**config.mk**
```make
export PLATFORM = sky130hd
export DESIGN_NAME = rs_alu_station_flat
export DESIGN_NICKNAME = d
export VERILOG_FILES = /design/src/rtl/rs_alu_station_if.sv /design/src/rtl/rs_alu_station.sv /design/src/flat_wrapper.sv
export SDC_FILE = /design/constraint.sdc
export NUM_CORES = 1
export LEC_CHECK = 0
export BUFFER_PORTS_ARGS = -buffer_cell sky130_fd_sc_hd__buf_2
export CAP_MARGIN = 5
export CORE_MARGIN = 3
export CORE_UTILIZATION = 40
export CTS_BUF_LIST = sky130_fd_sc_hd__clkbuf_16
export DETAILED_ROUTE_END_ITERATION = 12
export HOLD_SLACK_MARGIN = 0.15
export PLACE_DENSITY = 0.63
export REMOVE_ABC_BUFFERS = 1
export SLEW_MARGIN = 10
export SYNTH_ARGS = -nofsm -noshare
export SYNTH_HDL_FRONTEND = slang
export SYNTH_SLANG_ARGS = --single-unit
```
**constraint.sdc**
```tcl
create_clock -name clk -period 11.3 [get_ports clk]
set_input_delay 1.13 -clock clk [delete_from_list [all_inputs] [get_ports clk]]
set_output_delay 1.13 -clock clk [all_outputs]
set_load 0.01 [all_outputs]
```
**src/rtl/rs_alu_station_if.sv**
```systemverilog
// Issue, CDB and FU-dispatch signal bundle for one ALU reservation-station bank.
// master = issue stage / CDB / FU side, slave = the station itself.
interface rs_alu_station_if #(
    parameter int OP_W = 4
);
    logic            is_valid;
    logic            is_ready;
    logic [OP_W-1:0] is_op;
    logic [7:0]      is_qj;
    logic [31:0]     is_vj;
    logic [7:0]      is_qk;
    logic [31:0]     is_vk;
    logic [7:0]      is_rs_num;

    logic [7:0]      cdb_rs_num;
    logic [31:0]     cdb_data;

    logic            fu_valid;
    logic            fu_ready;
    logic [OP_W-1:0] fu_op;
    logic [31:0]     fu_a;
    logic [31:0]     fu_b;
    logic [7:0]      fu_rs_num;

    modport master (
        output is_valid, is_op, is_qj, is_vj, is_qk, is_vk,
        output cdb_rs_num, cdb_data, fu_ready,
        input  is_ready, is_rs_num, fu_valid, fu_op, fu_a, fu_b, fu_rs_num
    );

    modport slave (
        input  is_valid, is_op, is_qj, is_vj, is_qk, is_vk,
        input  cdb_rs_num, cdb_data, fu_ready,
        output is_ready, is_rs_num, fu_valid, fu_op, fu_a, fu_b, fu_rs_num
    );
endinterface

```
**src/rtl/rs_alu_station.sv**
```systemverilog
// Tomasulo reservation-station bank: issue with CDB bypass, CDB operand capture,
// lowest-index dispatch to the FU, and release on the entry's own CDB broadcast.
//
// state   | meaning
// FREE    | entry unallocated, its tag may be handed out at issue
// WAIT    | allocated, at least one operand tag still outstanding
// READY   | both operands present, eligible for dispatch
// EXEC    | handed to the FU, waiting for its own tag on the CDB
module rs_alu_station #(
    parameter int         NUM_ENTRIES = 4,
    parameter logic [2:0] FU_TYPE     = 3'd1,
    parameter int         OP_W        = 4
) (
    input  logic           clk,
    input  logic           rst,
    rs_alu_station_if.slave bus
);

    typedef enum logic [1:0] {
        ST_FREE  = 2'd0,
        ST_WAIT  = 2'd1,
        ST_READY = 2'd2,
        ST_EXEC  = 2'd3
    } ent_state_t;

    ent_state_t      r_state [1:NUM_ENTRIES];
    logic [OP_W-1:0] r_op    [1:NUM_ENTRIES];
    logic [7:0]      r_qj    [1:NUM_ENTRIES];
    logic [31:0]     r_vj    [1:NUM_ENTRIES];
    logic [7:0]      r_qk    [1:NUM_ENTRIES];
    logic [31:0]     r_vk    [1:NUM_ENTRIES];

    ent_state_t      w_state_nxt [1:NUM_ENTRIES];
    logic [OP_W-1:0] w_op_nxt    [1:NUM_ENTRIES];
    logic [7:0]      w_qj_nxt    [1:NUM_ENTRIES];
    logic [31:0]     w_vj_nxt    [1:NUM_ENTRIES];
    logic [7:0]      w_qk_nxt    [1:NUM_ENTRIES];
    logic [31:0]     w_vk_nxt    [1:NUM_ENTRIES];

    logic            w_any_free;
    logic [4:0]      w_free_idx;
    logic            w_any_ready;
    logic [4:0]      w_rdy_idx;
    logic [OP_W-1:0] w_fu_op;
    logic [31:0]     w_fu_a;
    logic [31:0]     w_fu_b;
    logic            w_issue;
    logic            w_dispatch;
    logic            w_cdb_live;
    logic            w_byp_j;
    logic            w_byp_k;

    // Lowest-index FREE and READY entries: scan high to low so the lowest match wins.
    always_comb begin
        w_any_free  = 1'b0;
        w_free_idx  = 5'd0;
        w_any_ready = 1'b0;
        w_rdy_idx   = 5'd0;
        w_fu_op     = '0;
        w_fu_a      = 32'd0;
        w_fu_b      = 32'd0;
        for (int i = NUM_ENTRIES; i >= 1; i--) begin
            if (r_state[i] == ST_FREE) begin
                w_any_free = 1'b1;
                w_free_idx = 5'(i);
            end
            if (r_state[i] == ST_READY) begin
                w_any_ready = 1'b1;
                w_rdy_idx   = 5'(i);
                w_fu_op     = r_op[i];
                w_fu_a      = r_vj[i];
                w_fu_b      = r_vk[i];
            end
        end
    end

    assign w_issue    = bus.is_valid && w_any_free;
    assign w_dispatch = w_any_ready && bus.fu_ready;
    assign w_cdb_live = (bus.cdb_rs_num != 8'd0);
    assign w_byp_j    = w_cdb_live && (bus.is_qj == bus.cdb_rs_num);
    assign w_byp_k    = w_cdb_live && (bus.is_qk == bus.cdb_rs_num);

    assign bus.is_ready  = w_any_free;
    assign bus.is_rs_num = w_any_free ? {FU_TYPE, w_free_idx} : 8'd0;
    assign bus.fu_valid  = w_any_ready;
    assign bus.fu_op     = w_fu_op;
    assign bus.fu_a      = w_fu_a;
    assign bus.fu_b      = w_fu_b;
    assign bus.fu_rs_num = w_any_ready ? {FU_TYPE, w_rdy_idx} : 8'd0;

    always_comb begin
        for (int i = 1; i <= NUM_ENTRIES; i++) begin
            w_state_nxt[i] = r_state[i];
            w_op_nxt[i]    = r_op[i];
            w_qj_nxt[i]    = r_qj[i];
            w_vj_nxt[i]    = r_vj[i];
            w_qk_nxt[i]    = r_qk[i];
            w_vk_nxt[i]    = r_vk[i];

            case (r_state[i])
                ST_FREE: begin
                    if (w_issue && (w_free_idx == 5'(i))) begin
                        w_op_nxt[i] = bus.is_op;
                        // A producer broadcasting in the issue cycle would otherwise be missed.
                        if (w_byp_j) begin
                            w_qj_nxt[i] = 8'd0;
                            w_vj_nxt[i] = bus.cdb_data;
                        end else begin
                            w_qj_nxt[i] = bus.is_qj;
                            w_vj_nxt[i] = bus.is_vj;
                        end
                        if (w_byp_k) begin
                            w_qk_nxt[i] = 8'd0;
                            w_vk_nxt[i] = bus.cdb_data;
                        end else begin
                            w_qk_nxt[i] = bus.is_qk;
                            w_vk_nxt[i] = bus.is_vk;
                        end
                        w_state_nxt[i] = ((w_qj_nxt[i] == 8'd0) && (w_qk_nxt[i] == 8'd0))
                                         ? ST_READY : ST_WAIT;
                    end
                end
                ST_WAIT: begin
                    if (w_cdb_live && (r_qj[i] == bus.cdb_rs_num)) begin
                        w_qj_nxt[i] = 8'd0;
                        w_vj_nxt[i] = bus.cdb_data;
                    end
                    if (w_cdb_live && (r_qk[i] == bus.cdb_rs_num)) begin
                        w_qk_nxt[i] = 8'd0;
                        w_vk_nxt[i] = bus.cdb_data;
                    end
                    if ((w_qj_nxt[i] == 8'd0) && (w_qk_nxt[i] == 8'd0)) begin
                        w_state_nxt[i] = ST_READY;
                    end
                end
                ST_READY: begin
                    if (w_dispatch && (w_rdy_idx == 5'(i))) begin
                        w_state_nxt[i] = ST_EXEC;
                    end
                end
                ST_EXEC: begin
                    // Freed here; the scan above only sees it FREE from the next cycle on.
                    if (bus.cdb_rs_num == {FU_TYPE, 5'(i)}) begin
                        w_state_nxt[i] = ST_FREE;
                    end
                end
                default: w_state_nxt[i] = ST_FREE;
            endcase
        end
    end

    always_ff @(posedge clk or posedge rst) begin
        if (rst) begin
            for (int i = 1; i <= NUM_ENTRIES; i++) begin
                r_state[i] <= ST_FREE;
                r_op[i]    <= '0;
                r_qj[i]    <= 8'd0;
                r_vj[i]    <= 32'd0;
                r_qk[i]    <= 8'd0;
                r_vk[i]    <= 32'd0;
            end
        end else begin
            for (int i = 1; i <= NUM_ENTRIES; i++) begin
                r_state[i] <= w_state_nxt[i];
                r_op[i]    <= w_op_nxt[i];
                r_qj[i]    <= w_qj_nxt[i];
                r_vj[i]    <= w_vj_nxt[i];
                r_qk[i]    <= w_qk_nxt[i];
                r_vk[i]    <= w_vk_nxt[i];
            end
        end
    end

endmodule

```
**src/flat_wrapper.sv**
```systemverilog
// flat-port wrapper written by rule: the top's interface ports become plain ports
module rs_alu_station_flat 
#(
    parameter int         NUM_ENTRIES = 4,
    parameter logic [2:0] FU_TYPE     = 3'd1,
    parameter int         OP_W        = 4
)
  (clk, rst, bus_is_valid, bus_is_op, bus_is_qj, bus_is_vj, bus_is_qk, bus_is_vk, bus_cdb_rs_num, bus_cdb_data, bus_fu_ready, bus_is_ready, bus_is_rs_num, bus_fu_valid, bus_fu_op, bus_fu_a, bus_fu_b, bus_fu_rs_num);
  rs_alu_station_if #(.OP_W(OP_W)) bus_i ();
  input  logic clk;
  input  logic rst;
  input wire logic [$bits(bus_i.is_valid)-1:0] bus_is_valid;
  input wire logic [$bits(bus_i.is_op)-1:0] bus_is_op;
  input wire logic [$bits(bus_i.is_qj)-1:0] bus_is_qj;
  input wire logic [$bits(bus_i.is_vj)-1:0] bus_is_vj;
  input wire logic [$bits(bus_i.is_qk)-1:0] bus_is_qk;
  input wire logic [$bits(bus_i.is_vk)-1:0] bus_is_vk;
  input wire logic [$bits(bus_i.cdb_rs_num)-1:0] bus_cdb_rs_num;
  input wire logic [$bits(bus_i.cdb_data)-1:0] bus_cdb_data;
  input wire logic [$bits(bus_i.fu_ready)-1:0] bus_fu_ready;
  output wire logic [$bits(bus_i.is_ready)-1:0] bus_is_ready;
  output wire logic [$bits(bus_i.is_rs_num)-1:0] bus_is_rs_num;
  output wire logic [$bits(bus_i.fu_valid)-1:0] bus_fu_valid;
  output wire logic [$bits(bus_i.fu_op)-1:0] bus_fu_op;
  output wire logic [$bits(bus_i.fu_a)-1:0] bus_fu_a;
  output wire logic [$bits(bus_i.fu_b)-1:0] bus_fu_b;
  output wire logic [$bits(bus_i.fu_rs_num)-1:0] bus_fu_rs_num;
  assign bus_i.is_valid = bus_is_valid;
  assign bus_i.is_op = bus_is_op;
  assign bus_i.is_qj = bus_is_qj;
  assign bus_i.is_vj = bus_is_vj;
  assign bus_i.is_qk = bus_is_qk;
  assign bus_i.is_vk = bus_is_vk;
  assign bus_i.cdb_rs_num = bus_cdb_rs_num;
  assign bus_i.cdb_data = bus_cdb_data;
  assign bus_i.fu_ready = bus_fu_ready;
  assign bus_is_ready = bus_i.is_ready;
  assign bus_is_rs_num = bus_i.is_rs_num;
  assign bus_fu_valid = bus_i.fu_valid;
  assign bus_fu_op = bus_i.fu_op;
  assign bus_fu_a = bus_i.fu_a;
  assign bus_fu_b = bus_i.fu_b;
  assign bus_fu_rs_num = bus_i.fu_rs_num;
  rs_alu_station #(.NUM_ENTRIES(NUM_ENTRIES), .FU_TYPE(FU_TYPE), .OP_W(OP_W)) u_core (.clk(clk), .rst(rst), .bus(bus_i));
endmodule
```
=== After elaboration in Yosys (flattened, before gate mapping) ===
Index checks and enable logic that the tools add are counted.
Widths: inputs -> output; s select.

* Reductions and logical operators: 73
* Muxes and demuxes: 130
* Equality and inequality tests: 58

{| class="wikitable"
|+ Operator list
! kind !! number
|-
| $mux 32 || 26
|-
| $pmux 32 s2 || 8
|-
| $mux 8 || 42
|-
| $logic_not 8->1 || 16
|-
| $pmux 8 s2 || 8
|-
| $eq 8x8->1 || 10
|-
| $mux 2 || 20
|-
| $eq 8x6->1 const B || 4
|-
| $ne 2x1->1 const B || 16
|-
| $pmux 2 s4 || 4
|-
| $logic_and 1x1->1 || 28
|-
| $mux 3 || 8
|-
| $reduce_and 3->1 || 8
|-
| $eq 2x2->1 const B || 8
|-
| $mux 4 || 4
|-
| $ne 2x2->1 const B || 8
|-
| $reduce_and 2->1 || 8
|-
| $reduce_and 4->1 || 4
|-
| $eq 3x2->1 const B || 4
|-
| $mux 6 || 2
|-
| $eq 2x1->1 const B || 4
|-
| $logic_not 2->1 || 4
|-
| $mux 1 || 8
|-
| $reduce_bool 2->1 || 4
|-
| other kinds (3) || 5
|}

* Output and inout port bits: 86
* Bits in registers: 344
* Logic and storage cells: 285
* Input port bits: 128

=== Depth between registers and ports, before layout ===
Gate-level depths: netlist (run 1).

* Word-level depth: 14
* Depth in mapped cells: 11
* Gate-level depth less buffers: 8

=== Worst setup path after synthesis (run 1) ===
Ideal clock, no wire load.

* Kind: flip-flop to output port
* Start point: register u_core.r_state[0] (netlist name)
* End point: output port bus_fu_a[31]
* Path slack: 8102 ps
* Data required time: 10170 ps
* Buffers on the path: 3
* Cell stages (with the launch flop): 10
* Arrival time: 2068 ps
* Cells stage by stage: dfrtp_1 inv_1 ha_1 clkbuf_1 nor2b_1 clkbuf_1 buf_1 a221o_1 o21ai_0 o21ai_0

* Word-level cells in the longest chain between the ends: 5

{| class="wikitable"
|+ Ends and longest elaborated chain
! what !! line !! text
|-
| from (decl) || rs_alu_station.sv:26 || <nowiki>ent_state_t r_state [1:NUM_ENTRIES];</nowiki>
|-
| from (signal, indexed assignment) || rs_alu_station.sv:164 || <nowiki>r_state[i] <= w_state_nxt[i];</nowiki>
|-
| $eq 2x2->1 || rs_alu_station.sv:67 || <nowiki>if (r_state[i] == ST_READY) begin</nowiki>
|-
| $mux 32 (4 in series) || rs_alu_station.sv:67 ||
|-
| to (decl) || flat_wrapper.sv:25 || <nowiki>output wire logic [$bits(bus_i.fu_a)-1:0] bus_fu_a;</nowiki>
|}

Every way passes these cells.

=== Worst setup path in the final report (run 1) ===
* Start point: register u_core.r_state[0] (netlist name)
* End point: output port bus_fu_b[13]

* Word-level cells in the longest chain between the ends: 5

{| class="wikitable"
|+ Ends and longest elaborated chain
! what !! line !! text
|-
| $eq 2x2->1 || rs_alu_station.sv:67 ||
|-
| $mux 32 (4 in series) || rs_alu_station.sv:67 ||
|-
| to (decl) || flat_wrapper.sv:26 || <nowiki>output wire logic [$bits(bus_i.fu_b)-1:0] bus_fu_b;</nowiki>
|}

Every way passes these cells.

==> summary.txt, run 1 <==
Outcome
  • Outcome: finished clean

Clock network
  • CTS tree: done
  • Post-CTS setup buffers: 0
  • Clk_lat worst skew: 0.57 ns
  • CTS H-tree lvls: 2
  • Total CTS buffers: between 40 and 50
  • Max Root-Sink Buffers: 3
  • Sink Count: roughly 340
  • Root Buffer: clkbuf_16
  • Post_cts resized: 0
  • Clk slew on worst S/H paths: ~0.060 ns
  • Hold_buf cts: 0

STA
  • Unrepaired setup endpoints after global routing: false
  • Worst hold margin: 0.476 ns
  • Rel. slew slack: around 28%
  • Final TNS setup: 0 ns
  • Min Tclk post-route: 4.59 ns
  • Fmax: 0.218 GHz
  • Final setup viols: 0
  • Slew Limit Fails: 0
  • Final hold violations: 0
  • Measured slew at the worst slew-check pin: 1.09 ns
  • Clk_skew: around 0.019 ns
  • Fin crit share: between 40 and 50%

Routing
  • DR DRC count: 0
  • DRT iter0 DRCs: a little over 1000
  • Routed wire length: between 50 and 60 mm
  • Detailed-route via count: between 15000 and 20000
  • Detail Route Antenna Nets: 0
  • Initial DRT Pass Iterations: 6
  • Detailed-route vias per instance: roughly 5.6
  • Drt wl/cell: between 20 and 25 um

Flow run
  • Max-cap violations: 0

Setup path
  • Crit end category: output port
  • Peak fanout along the critical path: 40
  • Max stage delay on crit path: approximately 0.6 ns
  • Slowest-stage cell, CP: buf_4
  • Data required, critical path: 10.17 ns
  • Worst-path cell chain: inv_1, ha_1, buf_4, nor2b_4, buf_4, a221o_1, o21ai_0, o21ai_0, buf_2
  • Worst Path Buf+Inv: 4
  • CP arrival: 3.46 ns
  • Delay-heaviest family, CP: buffers and inverters
  • R2R cell count: 8
  • CP startpoint kind: flop
  • WP depth: 9
  • WS Path Type: flop to output port

Yosys
  • Post-Synthesis Cell Area: 19200 um^2
  • Seq/Total Area, Yosys: ~45%
  • Post-synth top area cell: dfrtp_1
  • Synth unique cells: 42
  • Synth Register Bits: 344
  • Syn Inst Count: 2000
  • Post-synthesis area per instance: around 9.6 um^2
  • Post-synth EDFFs: 0
  • Synthesis Warnings: 0
  • Post-synth top area share: 44.9%
  • Ys flop type: dfrtp_1
  • Largest cells by area after synthesis: dfrtp_1 45%, mux2i_1 14%, nand2_1 7.0%
  • Asr flop ratio synth: 100%

Die
  • Ports: 214
  • Overall die height: ~220 um
  • Row Count: roughly 80
  • Horiz. Die Dim: 225 um
  • Initial Util: 40.8%
  • Die area: between 50000 and 60000 um^2
  • Core area: between 40000 and 50000 um^2

Global route
  • All-Layer GR Usage: between 20 and 25%
  • Antenna violations before repair: 10
  • GR Overflow Total: 0
  • Vias in the first global route: about 15000
  • Largest net degree at the start of global routing: roughly 130
  • First-pass GRT wire length: roughly 90 mm

Pwr
  • Psw: 0.00307 W
  • Pwr/cell area: around 330 nW/um^2
  • Comb power frac: 51.0%
  • Switching part of the total: 44.2%
  • Clock share of power: between 10% and 20%
  • Leakage power: 10.7 nW
  • Sequential Power Share: 31.6%
  • Int Power: 0.00388 W
  • Peak supply drop: between 100 and 150 uV

Layout
  • Fin cells: 2711
  • Layout cells sized above 1: about 16%
  • Fill cells: ~4500
  • Synthesis-to-finish area growth: 11.2%
  • Number of nets in the layout: approximately 2200
  • Util after Layout: ~45%

Placed design
  • Placed cells: between 2000 and 3000
  • HPWL after detailed placement: 35.3 mm
  • Port bufs: approximately 210
  • Final RePlAce weighted congestion: roughly 0.81

Hold path
  • Hold path cells: 2
  • Hold/Removal Path Class: flop to flop
==> through the flow <==
stage	setup slack, ns	area [um^2]	power, W
after floorplan	0.633	18100	0.00456
after global placement	7.32	20100	0.00566
after detailed placement	7.21	20100	0.00577
after CTS	6.73	21300	0.00701
after global routing	6.57	21300	0.00748
final	6.71	21300	0.00695
==> state kept, by name (all words and copies together), names as in the netlist <==
signal / cells
u_core.r_vj: 128
u_core.r_qj: 32
u_core.r_state: 8
u_core.r_qk: 32
u_core.r_op: 16
u_core.r_vk: 128
==> final cells by class <==
cell class / count / area (um^2) / share of cell area (%)
well taps: 607 / 759 / 3.56
clock inverters: 31 / 181 / 0.851
multi-input cells: 1448 / 9520 / 44.6
clock buffers: 41 / 1030 / 4.81
diodes: 3 / 7.51 / 0.0352
repair buffers: 223 / 1160 / 5.45
flip-flops and latches: 344 / 8610 / 40.4
inverters: 14 / 60.1 / 0.282
==> metal layers <==
layer / routed length, um / global-route usage [%]
met1: 24900 / 30.7
met2: 26600 / 36.5
met3: 3590 / 3.61
met4: 1310 / 6.68
met5: 76 / 0
==> placed cells by master, fill, tap and decap left out, types with 4 or more instances in the layout <==
cell / synthesis / final
a221o_1: 47 / 47
nand2_1: 358 / 358
nand3_1: 13 / 13
o21ai_0: 134 / 134
mux2i_1: 265 / 265
ha_1: 18 / 15
buf_2: 17 / 205
inv_1: 14 / 26
a21oi_1: 51 / 51
conb_1: 1 / 8
a22o_1: 68 / 66
mux2_2: 18 / 18
clkinv_1: 0 / 9
nor2_8: 8 / 8
dfrtp_1: 344 / 344
xor2_1: 80 / 80
clkbuf_16: 0 / 41
clkinv_2: 0 / 4
nor4_1: 36 / 36
nor2_1: 58 / 58
a21o_2: 0 / 6
buf_4: 18 / 18
nand2b_1: 4 / 4
o21ai_1: 240 / 240
or4_1: 6 / 6
==> cell families (layout without fill, tap and decap cells) <==
logic type	after synthesis	after routing	share of synthesized area (%)
compound gates	554	554	17.3
simple gates	503	503	12.0
flops	344	344	44.9
mux	285	285	15.1
buf+inv	215	309	5.86
xor+xnor	80	80	3.66
fa+ha+maj	18	18	1.18
other cells	1	11	0.0196
==> cells in the mapped netlist, types with 4 or more instances <==
cell / number
buf_6: 26
nor2_8: 8
buf_1: 10
a21oi_1: 51
buf_4: 18
buf_2: 17
nor4_1: 36
nand2b_1: 4
nor2_1: 58
a21o_1: 7
or4_1: 6
mux2i_1: 265
dfrtp_1: 344
nand3_1: 13
nand2_1: 358
mux2_2: 18
inv_1: 14
ha_1: 18
a221o_1: 47
o21ai_1: 240
clkbuf_1: 128
xor2_1: 80
o21ai_0: 134
a22o_1: 68
==> power by group through the flow <==
stage	logic [W]	clock network, W	registers, W
2_1_floorplan	0.00244	0	0.00212
3_3_place_gp	0.00349	0	0.00218
3_5_place_dp	0.00357	0	0.00220
4_1_cts	0.00358	0.00124	0.00219
5_1_grt	0.00393	0.00129	0.00226
6_report	0.00354	0.00121	0.00219
==> path summary, 6_finish.rpt <==
path | start | end | slack, ns
max | u_core.r_state[0] | bus_fu_b[13] | 6.71
min | u_core.r_vj[94] | u_core.r_vj[94] | 0.48
max reg2reg | u_core.r_state[6] | u_core.r_vk[48] | 7.89
min reg2reg | u_core.r_vj[94] | u_core.r_vj[94] | 0.48
max in group asynchronous | rst | u_core.r_vk[119] | 8.89
min in group asynchronous | rst | u_core.r_vj[77] | 0.81
==> worst min-delay path: stages (launching register included) <==
cell and delay (ns):
dfrtp_1 0.33, nand2_1 0.05, o21ai_0 0.06
No activity file was read; power rests on OpenSTA's default activity.
==> inputs of run 2 (changes only) <==
- ABC_AREA: unset -> 1
- clock period: 11.3 -> 4 ns (I/O delays scaled with it)
==> summary.txt, run 2 <==
Outcome
  • Outcome: finished clean

Die
  • Overall die height: around 230 um
  • Die area: approximately 54000 um^2
  • Core area: about 51000 um^2
  • Ports: about 210
  • Row Count: around 80
  • Initial Util: 40.8%
  • Horiz. Die Dim: between 200 and 250 um

STA
  • Measured slew at the worst slew-check pin: around 1.1 ns
  • Rel. slew slack: 29.9%
  • Fmax: 0.277 GHz
  • Fin crit share: between 90% and 100%
  • Slew Limit Fails: 0
  • Unrepaired setup endpoints after global routing: false
  • Final TNS setup: 0 ns
  • Clk_skew: around 0.023 ns
  • Final setup viols: 0
  • Min Tclk post-route: approximately 3.6 ns
  • Final hold violations: 0

Layout
  • Most frequent cells in the layout: 676 x nand2_1, 469 x o21ai_0, 344 x dfrtp_1
  • Synthesis-to-finish area growth: 14.3%
  • Commonest non-fill, non-tap cell in the layout: nand2_1
  • Reg area: between 8000 and 9000 um^2
  • Top Registers: u_core.r_vj x128, u_core.r_vk x128
  • Multi-input gate area: between 10000 and 15000 um^2
  • Fin cells: 3601
  • Fill cells: 5053
  • Layout cells sized above 1: between 10% and 20%
  • Number of nets in the layout: between 3000 and 4000

Routing
  • Detailed-route vias per instance: roughly 5.6
  • DRT iter0 DRCs: 1977
  • DR DRC count: 0
  • Detail Route Antenna Nets: 0
  • Routed wire length: around 69 mm
  • Drt wl/cell: between 15 and 20 um
  • Initial DRT Pass Iterations: 6
  • Detailed-route via count: between 20000 and 25000

Yosys
  • Post-synthesis compound-gate area fraction: a little over a fifth
  • Largest cells by area after synthesis: dfrtp_1 42%, nand2_1 12%, o21ai_0 11%
  • Mux contribution to synthesized area: under 10%
  • Synth Area in Simple Gates: 20.6%
  • Ys flop type: dfrtp_1
  • Seq/Total Area, Yosys: between 40% and 50%
  • Post-Synthesis Cell Area: approximately 21000 um^2
  • Post-synth top area share: approximately two fifths
  • Syn Inst Count: 2777
  • Adder-cell share of the synthesized area: under 10%
  • Synth unique cells: 42
  • Synth Register Bits: approximately 340
  • Synthesis Warnings: 0
  • Asr flop ratio synth: between 90% and 100%
  • Post-synth top area cell: dfrtp_1
  • Largest family of logic cells by synthesized area: compound AO/OA/AOI/OAI gates
  • Commonest cells in the netlist: 677 x nand2_1, 469 x o21ai_0, 344 x dfrtp_1
  • Most frequent cell after synthesis: nand2_1
  • Post-synthesis area per instance: about 7.4 um^2
  • Xor/xnor share of the synthesized area: under 10%
  • Post-synth EDFFs: 0

Clock network
  • Clk_lat worst skew: approximately 0.57 ns
  • Total CTS buffers: roughly 40
  • Sink Count: about 340
  • Root Buffer: clkbuf_16
  • CTS H-tree lvls: 2
  • CTS tree: done
  • Post-CTS setup buffers: 0
  • Clk slew on worst S/H paths: approximately 0.060 ns
  • Max Root-Sink Buffers: 3

Setup path
  • Peak fanout along the critical path: 19
  • Most frequent CP cell: nor2_1
  • Crit end category: output port
  • Data required, critical path: between 3 and 4 ns
  • WS Path Type: flop to output port
  • Delay-heaviest family, CP: simple AND/OR/NAND/NOR gates
  • Max stage delay on crit path: approximately 0.45 ns
  • Worst Path Buf+Inv: 4
  • CP arrival: roughly 3.2 ns
  • CP startpoint kind: flop
  • Worst-path cell chain: inv_1, ha_1, nor2_1, nand2_1, nor2_1, clkinv_1, buf_4, o221ai_1, buf_2
  • Slowest-stage cell, CP: dfrtp_1

Global route
  • GR Overflow Total: 0
  • Largest net degree at the start of global routing: 125
  • All-Layer GR Usage: between 20% and 30%
  • First-pass GRT wire length: between 100 and 150 mm
  • Antenna violations before repair: 0
  • Vias in the first global route: 19600

Flow run
  • Max-cap violations: 0

Pwr
  • Peak supply drop: about 430 uV
  • Leakage power: between 10 and 15 nW
  • PnR Total Power: about 0.02 W
  • Pwr/cell area: between 800 and 900 nW/um^2

Placed design
  • Port bufs: 205
  • Placed cells: between 3000 and 4000
  • Final RePlAce weighted congestion: about 0.9
  • HPWL after detailed placement: between 40 and 50 mm

Hold path
  • Hold/Removal Path Class: primary input to flop
## run 2: tightest hold or removal path, stage by stage
cell and delay, ns:
buf_2 0.13, nand2_1 0.08, a31oi_1 0.08
## run 2: per-stage QoR
stage	setup WS [ns]	hold slack (ns)	instance area (um^2)	util, %
floorplan	-5.94	0.448	19800	-
global placement	0.996	0.465	22300	44.1
detailed placement	0.868	0.473	22300	44.1
CTS	0.378	0.153	23600	46.7
global route	0.131	0.182	23600	46.7
finish	0.393	0.172	23600	46.7
## run 2: routing by layer
layer / up-vias / global-route usage (%) / wire (um)
li1: 9411 / - / -
met1: 9744 / 34.1 / 30400
met2: 823 / 39.9 / 31300
met3: 129 / 3.83 / 5070
met4: 0 / 9.76 / 2110
met5: - / 0 / 0
## run 2: final timing paths
check                                   from         endpoint  slack (ns)  depth (start not counted)
min in group asynchronous                rst   u_core.r_qk[6]        0.58                          3
max                        u_core.r_state[2]      bus_fu_b[4]        0.39                          9
min                          bus_cdb_data[7]  u_core.r_vj[71]        0.17                          3
max reg2reg                u_core.r_state[2]  u_core.r_vk[55]        0.98                          9
max in group asynchronous                rst  u_core.r_vk[11]        2.28                          4
min reg2reg                  u_core.r_op[11]  u_core.r_op[11]        0.48                          2
## run 2: cell families (layout without fill, tap and decap cells)
family,after synthesis,count (layout)
mux,71,71
xor+xnor,47,47
fa+ha+maj,18,18
simple gates,1038,1038
flops,344,344
buf+inv,490,634
compound gates,768,768
other cells,1,9
## run 2: power by group
part | switching [W] | total [W] | internal, W
Combinational | 0.00651 | 0.0102 | 0.00373
Sequential | 0.000985 | 0.00627 | 0.00529
Clock | 0.00153 | 0.00351 | 0.00198
Total | 0.00903 | 0.0200 | 0.0110
## run 2: repair_timing
action	4_1_cts	5_1_grt
endpoints found under the setup margin	0	0
resized for setup	0	0
hold endpoints to repair	124	0
hold buffers	7	0
## run 2: area by class of cell
| cell class | instances | share of cell area (%) |
|---|---|---|
| diodes | 1 | 0.0106 |
| clock buffers | 41 | 4.35 |
| clock inverters | 30 | 0.784 |
| inverters | 302 | 4.83 |
| multi-input cells | 1950 | 43.0 |
| flip-flops and latches | 344 | 36.5 |
| well taps | 672 | 3.56 |
| repair buffers | 261 | 7.05 |
